**config.mk**
```make
export PLATFORM = sky130hd
export DESIGN_NAME = gemm_batch_seq_flat
export DESIGN_NICKNAME = d
export VERILOG_FILES = /design/src/rtl/gemm_batch_seq_pkg.sv /design/src/rtl/gemm_batch_seq_if.sv /design/src/rtl/gemm_batch_seq_cnt.sv /design/src/rtl/gemm_batch_seq.sv /design/src/flat_wrapper.sv
export SDC_FILE = /design/constraint.sdc
export NUM_CORES = 1
export LEC_CHECK = 0
export BUFFER_PORTS_ARGS = -buffer_cell sky130_fd_sc_hd__buf_2
export CAP_MARGIN = 25
export CELL_PAD_IN_SITES_DETAIL_PLACEMENT = 0
export CELL_PAD_IN_SITES_GLOBAL_PLACEMENT = 1
export CORE_MARGIN = 2
export CORE_UTILIZATION = 40
export CTS_BUF_LIST = sky130_fd_sc_hd__clkbuf_4 sky130_fd_sc_hd__clkbuf_8
export CTS_CLUSTER_DIAMETER = 100
export DETAILED_ROUTE_END_ITERATION = 7
export MAX_ROUTING_LAYER = met4
export PLACE_DENSITY_LB_ADDON = 0.12
export SKIP_LAST_GASP = 1
export SYNTH_ARGS = -nofsm -noshare
export SYNTH_HDL_FRONTEND = slang
export SYNTH_SLANG_ARGS = --single-unit
```
**constraint.sdc**
```tcl
create_clock -name clk -period 2.5 [get_ports clk]
set_input_delay 0.25 -clock clk [delete_from_list [all_inputs] [get_ports clk]]
set_output_delay 0.25 -clock clk [all_outputs]
set_load 0.01 [all_outputs]
```
**src/rtl/gemm_batch_seq_pkg.sv**
```systemverilog
// Shared types and helpers for the GEMM batch sequencer.
package gemm_seq_pkg;

  typedef enum logic [1:0] {
    IDLE  = 2'd0,
    LOAD  = 2'd1,
    WAIT  = 2'd2,
    DRAIN = 2'd3
  } seq_state_e;

  // Address width for a depth, never narrower than one bit.
  function automatic int unsigned clog2_min1(input int unsigned n);
    return (n <= 32'd2) ? 32'd1 : 32'($clog2(n));
  endfunction

endpackage

```
**src/rtl/gemm_batch_seq_if.sv**
```systemverilog
// Source, parameter-write, core handshake and destination signals of the batch sequencer.
interface gemm_batch_seq_if #(
  parameter int unsigned SRC_LEN   = 32,
  parameter int unsigned DST_LEN   = 16,
  parameter int unsigned PRM_BANKS = 4,
  parameter int unsigned PRM_DEPTH = 8
);
  import gemm_seq_pkg::*;

  localparam int unsigned SRC_AW = clog2_min1(SRC_LEN);
  localparam int unsigned DST_AW = clog2_min1(DST_LEN);
  localparam int unsigned PRM_AW = clog2_min1(PRM_DEPTH);

  logic                 src_valid;
  logic                 src_ready;
  logic                 src_v;
  logic [SRC_AW-1:0]    src_a;
  logic [PRM_BANKS-1:0] prm_v;
  logic [PRM_AW-1:0]    prm_a;
  logic                 s_init;
  logic                 s_fin;
  logic                 dst_v;
  logic [DST_AW-1:0]    dst_a;
  logic                 dst_valid;
  logic                 dst_last;
  logic                 dst_ready;

  modport master (
    input  src_valid, s_fin, dst_ready,
    output src_ready, src_v, src_a, prm_v, prm_a, s_init,
           dst_v, dst_a, dst_valid, dst_last
  );

  modport slave (
    output src_valid, s_fin, dst_ready,
    input  src_ready, src_v, src_a, prm_v, prm_a, s_init,
           dst_v, dst_a, dst_valid, dst_last
  );

endinterface

```
**src/rtl/gemm_batch_seq_cnt.sv**
```systemverilog
// Wrapping address counter with synchronous clear, enable and terminal-count flag.
module gemm_seq_cnt #(
  parameter int unsigned MAX = 8,
  parameter int unsigned W   = 3
) (
  input  logic         clk,
  input  logic         clr,
  input  logic         en,
  output logic [W-1:0] cnt,
  output logic         last_c
);

  assign last_c = (cnt == W'(MAX - 1));

  always_ff @(posedge clk) begin
    if (clr)     cnt <= '0;
    else if (en) cnt <= last_c ? '0 : cnt + W'(1);
  end

endmodule

```
**src/rtl/gemm_batch_seq.sv**
```systemverilog
// GEMM batch sequencer: load, core start/finish, result drain, parameter writes.
// Build option GEMM_BATCH_SEQ_OVERLAP_EN lets the next batch load during DRAIN.
module gemm_batch_seq
  import gemm_seq_pkg::*;
#(
  parameter int unsigned SRC_LEN   = 32,
  parameter int unsigned DST_LEN   = 16,
  parameter int unsigned PRM_BANKS = 4,
  parameter int unsigned PRM_DEPTH = 8,
  parameter int unsigned CNT_W     = 16
) (
  input  logic                clk,
  input  logic                reset,
  input  logic                run,
  input  logic                matw,
  gemm_batch_seq_if.master    bus,
  output logic                busy,
  output logic [CNT_W-1:0]    batch_cnt
);

  localparam int unsigned SRC_AW  = clog2_min1(SRC_LEN);
  localparam int unsigned DST_AW  = clog2_min1(DST_LEN);
  localparam int unsigned PRM_AW  = clog2_min1(PRM_DEPTH);
  localparam int unsigned BANK_AW = clog2_min1(PRM_BANKS);

  localparam logic [1:0] S_IDLE  = 2'(IDLE);
  localparam logic [1:0] S_LOAD  = 2'(LOAD);
  localparam logic [1:0] S_WAIT  = 2'(WAIT);
  localparam logic [1:0] S_DRAIN = 2'(DRAIN);

`ifdef GEMM_BATCH_SEQ_OVERLAP_EN
  localparam bit OVERLAP = 1'b1;
`else
  localparam bit OVERLAP = 1'b0;
`endif

  logic [1:0]         state, state_nx;
  logic               s_init_q, s_init_nx;
  logic               draw_pending, draw_nx;
  logic               pend, pend_nx;
  logic               dst_valid_q, dst_last_q;
  logic [SRC_AW-1:0]  src_a;
  logic [DST_AW-1:0]  dst_a;
  logic [PRM_AW-1:0]  prm_a;
  logic [BANK_AW-1:0] bank;
  logic               src_a_last, dst_a_last, prm_a_last, bank_wrap_unused;

  logic abort, seq_clr, src_rdy_seq, src_v, load_done;
  logic dst_v, drain_done, prm_wr;

  assign abort   = reset | ~run;
  assign seq_clr = abort | matw;

  // Sequencer-side acceptance; held off while a completed batch awaits s_init.
  assign src_rdy_seq = run & ~reset & ~matw &
                       ((state == S_LOAD) | (OVERLAP & (state == S_DRAIN) & ~pend));
  assign src_v      = bus.src_valid & src_rdy_seq;
  assign load_done  = src_v & src_a_last;

  assign dst_v      = bus.dst_ready & draw_pending & run & ~reset & ~matw;
  assign drain_done = dst_valid_q & dst_last_q & bus.dst_ready;

  assign prm_wr     = bus.src_valid & matw & ~reset;

  gemm_seq_cnt #(.MAX(SRC_LEN), .W(SRC_AW)) u_src_cnt (
    .clk(clk), .clr(seq_clr), .en(src_v), .cnt(src_a), .last_c(src_a_last)
  );

  gemm_seq_cnt #(.MAX(DST_LEN), .W(DST_AW)) u_dst_cnt (
    .clk(clk), .clr(seq_clr), .en(dst_v), .cnt(dst_a), .last_c(dst_a_last)
  );

  gemm_seq_cnt #(.MAX(PRM_DEPTH), .W(PRM_AW)) u_prm_cnt (
    .clk(clk), .clr(reset | ~matw), .en(prm_wr), .cnt(prm_a), .last_c(prm_a_last)
  );

  gemm_seq_cnt #(.MAX(PRM_BANKS), .W(BANK_AW)) u_bank_cnt (
    .clk(clk), .clr(reset | ~matw), .en(prm_wr & prm_a_last), .cnt(bank),
    .last_c(bank_wrap_unused)
  );

  // Next-state and registered-output decode.
  always_comb begin
    state_nx  = state;
    s_init_nx = 1'b0;
    draw_nx   = draw_pending;
    pend_nx   = pend;
    case (state)
      S_IDLE: begin
        if (run & ~matw) state_nx = S_LOAD;
      end
      S_LOAD: begin
        if (load_done) begin
          state_nx  = S_WAIT;
          s_init_nx = 1'b1;
        end
      end
      S_WAIT: begin
        if (bus.s_fin) begin
          state_nx = S_DRAIN;
          draw_nx  = 1'b1;
        end
      end
      S_DRAIN: begin
        if (dst_v & dst_a_last) draw_nx = 1'b0;
        if (drain_done) begin
          pend_nx = 1'b0;
          // A batch fully loaded during the drain starts the core right away.
          if (pend | load_done) begin
            state_nx  = S_WAIT;
            s_init_nx = 1'b1;
          end else begin
            state_nx = S_LOAD;
          end
        end else if (load_done) begin
          pend_nx = 1'b1;
        end
      end
      default: state_nx = S_IDLE;
    endcase
    if (seq_clr) begin
      state_nx  = S_IDLE;
      s_init_nx = 1'b0;
      draw_nx   = 1'b0;
      pend_nx   = 1'b0;
    end
  end

  always_ff @(posedge clk) begin
    if (reset) begin
      state        <= S_IDLE;
      s_init_q     <= 1'b0;
      draw_pending <= 1'b0;
      pend         <= 1'b0;
    end else begin
      state        <= state_nx;
      s_init_q     <= s_init_nx;
      draw_pending <= draw_nx;
      pend         <= pend_nx;
    end
  end

  always_ff @(posedge clk) begin
    if (abort)          batch_cnt <= '0;
    else if (s_init_nx) batch_cnt <= batch_cnt + CNT_W'(1);
  end

  // One-cycle read latency; the whole stage freezes while the sink stalls.
  always_ff @(posedge clk) begin
    if (seq_clr) begin
      dst_valid_q <= 1'b0;
      dst_last_q  <= 1'b0;
    end else if (bus.dst_ready) begin
      dst_valid_q <= dst_v;
      dst_last_q  <= dst_v & dst_a_last;
    end
  end

  assign busy          = (state != S_IDLE);
  assign bus.src_ready = ~reset & (matw | src_rdy_seq);
  assign bus.src_v     = src_v;
  assign bus.src_a     = src_a;
  assign bus.prm_v     = prm_wr ? (PRM_BANKS'(1) << bank) : '0;
  assign bus.prm_a     = prm_a;
  assign bus.s_init    = s_init_q;
  assign bus.dst_v     = dst_v;
  assign bus.dst_a     = dst_a;
  assign bus.dst_valid = dst_valid_q;
  assign bus.dst_last  = dst_last_q;

endmodule

```
**src/flat_wrapper.sv**
```systemverilog
// flat-port wrapper written by rule: the top's interface ports become plain ports
module gemm_batch_seq_flat import gemm_seq_pkg::*;
#(
  parameter int unsigned SRC_LEN   = 32,
  parameter int unsigned DST_LEN   = 16,
  parameter int unsigned PRM_BANKS = 4,
  parameter int unsigned PRM_DEPTH = 8,
  parameter int unsigned CNT_W     = 16
)
  (clk, reset, run, matw, busy, batch_cnt, bus_src_valid, bus_s_fin, bus_dst_ready, bus_src_ready, bus_src_v, bus_src_a, bus_prm_v, bus_prm_a, bus_s_init, bus_dst_v, bus_dst_a, bus_dst_valid, bus_dst_last);
  gemm_batch_seq_if #(.SRC_LEN(SRC_LEN), .DST_LEN(DST_LEN), .PRM_BANKS(PRM_BANKS), .PRM_DEPTH(PRM_DEPTH)) bus_i ();
  input  logic clk;
  input  logic reset;
  input  logic run;
  input  logic matw;
  output logic busy;
  output logic [CNT_W-1:0] batch_cnt;
  input wire logic [$bits(bus_i.src_valid)-1:0] bus_src_valid;
  input wire logic [$bits(bus_i.s_fin)-1:0] bus_s_fin;
  input wire logic [$bits(bus_i.dst_ready)-1:0] bus_dst_ready;
  output wire logic [$bits(bus_i.src_ready)-1:0] bus_src_ready;
  output wire logic [$bits(bus_i.src_v)-1:0] bus_src_v;
  output wire logic [$bits(bus_i.src_a)-1:0] bus_src_a;
  output wire logic [$bits(bus_i.prm_v)-1:0] bus_prm_v;
  output wire logic [$bits(bus_i.prm_a)-1:0] bus_prm_a;
  output wire logic [$bits(bus_i.s_init)-1:0] bus_s_init;
  output wire logic [$bits(bus_i.dst_v)-1:0] bus_dst_v;
  output wire logic [$bits(bus_i.dst_a)-1:0] bus_dst_a;
  output wire logic [$bits(bus_i.dst_valid)-1:0] bus_dst_valid;
  output wire logic [$bits(bus_i.dst_last)-1:0] bus_dst_last;
  assign bus_i.src_valid = bus_src_valid;
  assign bus_i.s_fin = bus_s_fin;
  assign bus_i.dst_ready = bus_dst_ready;
  assign bus_src_ready = bus_i.src_ready;
  assign bus_src_v = bus_i.src_v;
  assign bus_src_a = bus_i.src_a;
  assign bus_prm_v = bus_i.prm_v;
  assign bus_prm_a = bus_i.prm_a;
  assign bus_s_init = bus_i.s_init;
  assign bus_dst_v = bus_i.dst_v;
  assign bus_dst_a = bus_i.dst_a;
  assign bus_dst_valid = bus_i.dst_valid;
  assign bus_dst_last = bus_i.dst_last;
  gemm_batch_seq #(.SRC_LEN(SRC_LEN), .DST_LEN(DST_LEN), .PRM_BANKS(PRM_BANKS), .PRM_DEPTH(PRM_DEPTH), .CNT_W(CNT_W)) u_core (.clk(clk), .reset(reset), .run(run), .matw(matw), .bus(bus_i), .busy(busy), .batch_cnt(batch_cnt));
endmodule
```
Word-level counts from Yosys, hierarchy flattened
Index checks and enable logic that the tools add are counted.
{ "classes": {"addsub": 5, "eq_ne": 12, "shifts": 1, "n_mux": 21, "bitwise_logic": 25, "n_reduce_logical": 8} }
{ "op_table": {"columns": ["op", "n"], "rows": [
  ["1-bit bitwise AND", 17],
  ["16-bit by 1-bit adder with 16-bit output (second input constant)", 1],
  ["2-bit two-way mux", 6],
  ["1-bit two-way mux", 8],
  ["4-bit two-way mux", 2],
  ["2-bit one-hot mux with 4 select lines", 1],
  ["2-bit equality test (second input constant)", 3],
  ["2-bit by 1-bit != test with 1-bit output (second input constant)", 3],
  ["2-bit nonzero test", 3],
  ["5-bit by 1-bit adder with 5-bit output (second input constant)", 1],
  ["5-bit equality test (second input constant)", 1],
  ["5-bit two-way mux", 1],
  ["1-bit OR", 5],
  ["4-bit by 1-bit adder with 4-bit output (second input constant)", 1],
  ["4-bit equality test (second input constant)", 1],
  ["2-bit != test (second input constant)", 2],
  ["1-bit one-hot mux with 2 select lines", 2],
  ["4-bit AND reduction", 1],
  ["1-bit by 2-bit << shifter with 4-bit output (first input constant)", 1],
  ["3-bit by 1-bit adder with 3-bit output (second input constant)", 1],
  ["3-bit equality test (second input constant)", 1],
  ["3-bit two-way mux", 1],
  ["1-bit inverter", 3],
  ["3-bit AND reduction", 1],
  ["5 further kinds", 5]
]} }
{ "word_totals": {"regBits": 37, "in_bits": 7, "output_inout_bits": 39} }

Longest topological paths before layout
{ "logic_depth": {"word_depth": 11, "depth_mapped": 9, "ltp_nobuf": 7} }

Cells and area by module
From an unflattened synthesis, not the netlist that was laid out.
{ "unflattened": {"hier_cells": 207, "area_unflattened_um2": 1798.0} }
{ "modules_own_cells": {"columns": ["module", "n_inst", "cells_per_inst", "area_per_inst_um2", "seq_area_each_um2"], "rows": [
  ["gemm_batch_seq", 1, 143, 1167.4, 460.4],
  ["gemm_seq_cnt at u_core.u_src_cnt", 1, 25, 231.5, 100.1],
  ["gemm_seq_cnt at u_core.u_dst_cnt", 1, 19, 176.4, 80.1],
  ["gemm_seq_cnt at u_core.u_prm_cnt", 1, 12, 136.4, 60.1],
  ["gemm_seq_cnt at u_core.u_bank_cnt", 1, 8, 86.3, 40.0]
]} }

Worst setup path before layout
Ideal clock, no wire load.
{ "synth_path": {"path_type": "reg2reg", "from": "register u_core.u_src_cnt.cnt[0]", "to": "register u_core.batch_cnt[1]", "t_arrival_ns": 2.189, "path_slack_ns": 0.241, "stages_incl_launch_ff": 10, "path_buffers": 2, "synth_period_minus_slack_ns": 2.259, "cell_sequence": "dfxtp_1 ha_1 and3_1 ha_1 and3b_1 a31oi_1 buf_2 buf_2 o21ai_0 a21oi_1"} }
{ "synth_via": {"elab_chain_len": 7, "word_cells_on_any_way": 8, "cone_classes": "eq/ne (1); mux (5); bitwise (2)"} }
{ "synth_lines": {"columns": ["element", "line", "rtl"], "rows": [
  ["start, declared", "gemm_batch_seq_cnt.sv:9", "output logic [W-1:0] cnt,"],
  ["start signal, assigned", "gemm_batch_seq_cnt.sv:17", "else if (en) cnt <= last_c ? '0 : cnt + W'(1);"],
  ["5-bit equality test (*)", "gemm_batch_seq_cnt.sv:13", "assign last_c = (cnt == W'(MAX - 1));"],
  ["1-bit bitwise AND (*)", "gemm_batch_seq.sv:58", "assign load_done = src_v & src_a_last;"],
  ["1-bit OR", "gemm_batch_seq.sv:109", "if (pend | load_done) begin"],
  ["1-bit two-way mux", "gemm_batch_seq.sv:109", null],
  ["1-bit two-way mux", "gemm_batch_seq.sv:106", "if (drain_done) begin"],
  ["1-bit one-hot mux with 2 select lines (*)", "gemm_batch_seq.sv:88", "case (state)"],
  ["1-bit two-way mux (*)", "gemm_batch_seq.sv:121", "if (seq_clr) begin"],
  ["end signal, assigned", "gemm_batch_seq.sv:145", "else if (s_init_nx) batch_cnt <= batch_cnt + CNT_W'(1);"],
  ["end, declared", "gemm_batch_seq.sv:18", "output logic [CNT_W-1:0] batch_cnt"]
]} }
Mark *: on every way between the ends. The rest lies on a longest branch, timed or not.
A chain may end at the register's enable or synchronous reset.

Worst setup path in the final report
{ "layout_path": {"from": "register u_core.u_src_cnt.cnt[0]", "to": "register u_core.batch_cnt[14]"} }
Same word-level chain as after synthesis.

==> metrics <==
critical path, cell by cell=ha_1 > and3_1 > ha_1 > and3b_1 > a31oi_2 > buf_12 > or4_1 > a21oi_1; Post-Syn Nets=235; Mapped Area=1880 µm²; clk_skew=0.00422 ns; most frequent CP cell=ha_1; fraction of layout cells with a size suffix above 1=0.250; Leakage Power=0.000949 µW; total number of vias=1,706; Clock Tree Buf Depth=2; # nets final=280; Final Critical Period=2.26 ns; top_reg_cell synth=dfxtp_1; setup repair bufs after CTS=0; Yosys cell types=40; detailed placer's ending HPWL=2.91 mm; Synth-to-Final Area Change=19.6%; Core Region=4440 µm²; maxcap violations=0; global route overflow=0; Worst VDD drop=381 µV; average cell area after synthesis=8.61 µm²; gate count of the mapped netlist=218; Synth top area share=0.394; global-route usage over all layers=0.167; Row Count=24; clk sink count=37; Worst slew margin=0.591; critical path data arrival time=2.46 ns; IO Count=46; worst-margin pin slew=0.614 ns; Clock transition at path regs=0.07 ns; reg2reg setup slack=0.24 ns; asr flop ratio synth=0; Hold Fails Final Rpt=0; vias in the first global route=1,530; outcome=finished, final reports clean; top cell type by total area after synthesis=dfxtp_1; unrepaired setup endpoints after global routing=no; max incr delay on CP=0.49 ns; total power=1070 µW; total clock buffers created by CTS=5; Via density=5.40; H-Tree Depth=2; delay-heaviest family, CP=simple AND/OR/NAND/NOR gates; placed cells=308; GPL Wtd Cong=0.769; number of synthesized register bits=37; TNS Setup=0 ns; post_cts resized=0; drt total wl=4.06 mm; ant diodes=0; pin count of the biggest net entering global routing=29; Detailed Route Iter0 Violations=98; Remaining DRCs=0; initial core utilization=0.423; Worst-Skew Late Latency=0.29 ns; First-pass DRT Iterations=4; die height=72.5 µm; HP Class=primary input to flip-flop; synthesis warning total=0; Non-Filler Instances=316; Slew Limit Fails=0; die area=5260 µm²; Tcrit/Tclk final=0.902; global-route wire length before repair=6.77 mm; WL/cell=12.9 µm; IO buf count=45; CP startpoint kind=flip-flop; slowest CP cell=or4_1; post-route ant nets=0; initial antenna violation count=0; largest cells by area after synthesis=dfxtp_1 (39%), ha_1 (6.7%), a21oi_1 (6.4%); Hold-fix buffers, CTS=0; Root Buffer=clkbuf_8; CTS tree=done; PwrDens=476 nW/µm²; Seq/Total Area, Yosys=0.394; worst-path maximum fanout=28; Post-synth EDFFs=0; worst path bufs/invs=1; Die W=72.5 µm; maximum clock rate=443 MHz; CP Data Required Time=2.71 ns; Worst setup EP type=flip-flop; kind of critical path=flip-flop to flip-flop; Final setup viols=0
## cell families after synthesis
kind of cell    Yosys count  share of synthesized area
simple gates             94                      0.292
compound gates           53                      0.173
flops                    37                      0.394
buf+inv                  18                     0.0433
fa+ha+maj                10                     0.0666
mux                       4                     0.0213
xor+xnor                  2                    0.00933
## worst register-to-register path: stages, from the launching register on
cell	delay (ns)
dfxtp_1	0.40
ha_1	0.21
and3_1	0.17
ha_1	0.25
and3b_1	0.25
a31oi_2	0.07
buf_12	0.19
or4_1	0.50
a21oi_1	0.17
## placed cells by master, fill, tap and decap left out, types with 3 or more instances in the layout
| master | count |
|---|---|
| ha_1 | 10 |
| and3_1 | 9 |
| or2_2 | 4 |
| clkbuf_8 | 5 |
| nand3_1 | 10 |
| mux2i_1 | 4 |
| buf_2 | 45 |
| or4_1 | 11 |
| inv_1 | 9 |
| o31ai_1 | 11 |
| a21oi_1 | 24 |
| nor2_1 | 15 |
| nor3_1 | 7 |
| nand2_1 | 15 |
| a31oi_1 | 3 |
| nand2b_1 | 3 |
| nand4_1 | 5 |
| o21ai_0 | 6 |
| clkbuf_4 | 3 |
| dfxtp_1 | 37 |
## metrics by stage
stage,cell area (µm²),hold slack [ns],utilization,setup slack (ns)
3_3_place_gp,2150,0.467,0.485,0.330
6_report,2250,0.246,0.505,0.245
2_1_floorplan,1880,0.410,-,0.241
4_1_cts,2250,0.244,0.505,0.236
5_1_grt,2250,0.278,0.505,0.0806
3_5_place_dp,2150,0.465,0.485,0.252
## routing by layer
layer | wire [µm] | vias up | global-route usage
met5 | 0 | - | -
met4 | 60 | 0 | 0.0617
met3 | 154 | 7 | 0.0431
met2 | 1850 | 31 | 0.256
met1 | 2000 | 767 | 0.211
li1 | - | 901 | -
## registers in the layout, indices dropped and copies added, names as in the netlist
register,count
u_core.batch_cnt,16
u_core.u_src_cnt.cnt,5
u_core.u_dst_cnt.cnt,4
u_core.u_prm_cnt.cnt,3
u_core.state,2
u_core.u_bank_cnt.cnt,2
u_core.bus.dst_last,1
u_core.bus.dst_valid,1
u_core.bus.s_init,1
u_core.draw_pending,1
u_core.pend,1
## path summary, 6_finish.rpt
check                               start                 endpoint  cells past startpoint
hold reg to reg   u_core.u_src_cnt.cnt[4]  u_core.u_src_cnt.cnt[4]                      2
hold / removal                  bus_s_fin          u_core.state[0]                      3
setup / recovery  u_core.u_src_cnt.cnt[0]     u_core.batch_cnt[14]                      8
setup reg to reg  u_core.u_src_cnt.cnt[0]     u_core.batch_cnt[14]                      8
## layout make-up
cell class,count,area [µm²]
fill,438,2200
multi-input combinational,163,1060
sequential,37,741
timing repair buffer,47,253
clock buffer,8,91.3
tap,52,65.1
inverter,9,33.8
## cells in the mapped netlist (6+ instances only)
cell,n
and3_1,9
inv_1,9
dfxtp_1,37
nand3_1,10
o31ai_1,11
or4_1,11
o21ai_0,6
nand2_1,15
nor2_1,15
a21oi_1,24
ha_1,10
nor3_1,7
## where the power goes
part / internal (µW) / switching (µW) / leakage, µW
registers: 591 / 2.80 / 0.000298
logic: 14.2 / 25.4 / 0.000601
clock network: 231 / 204 / 0.0000498
total: 836 / 232 / 0.000949
Power figures use the tool's default switching activity.
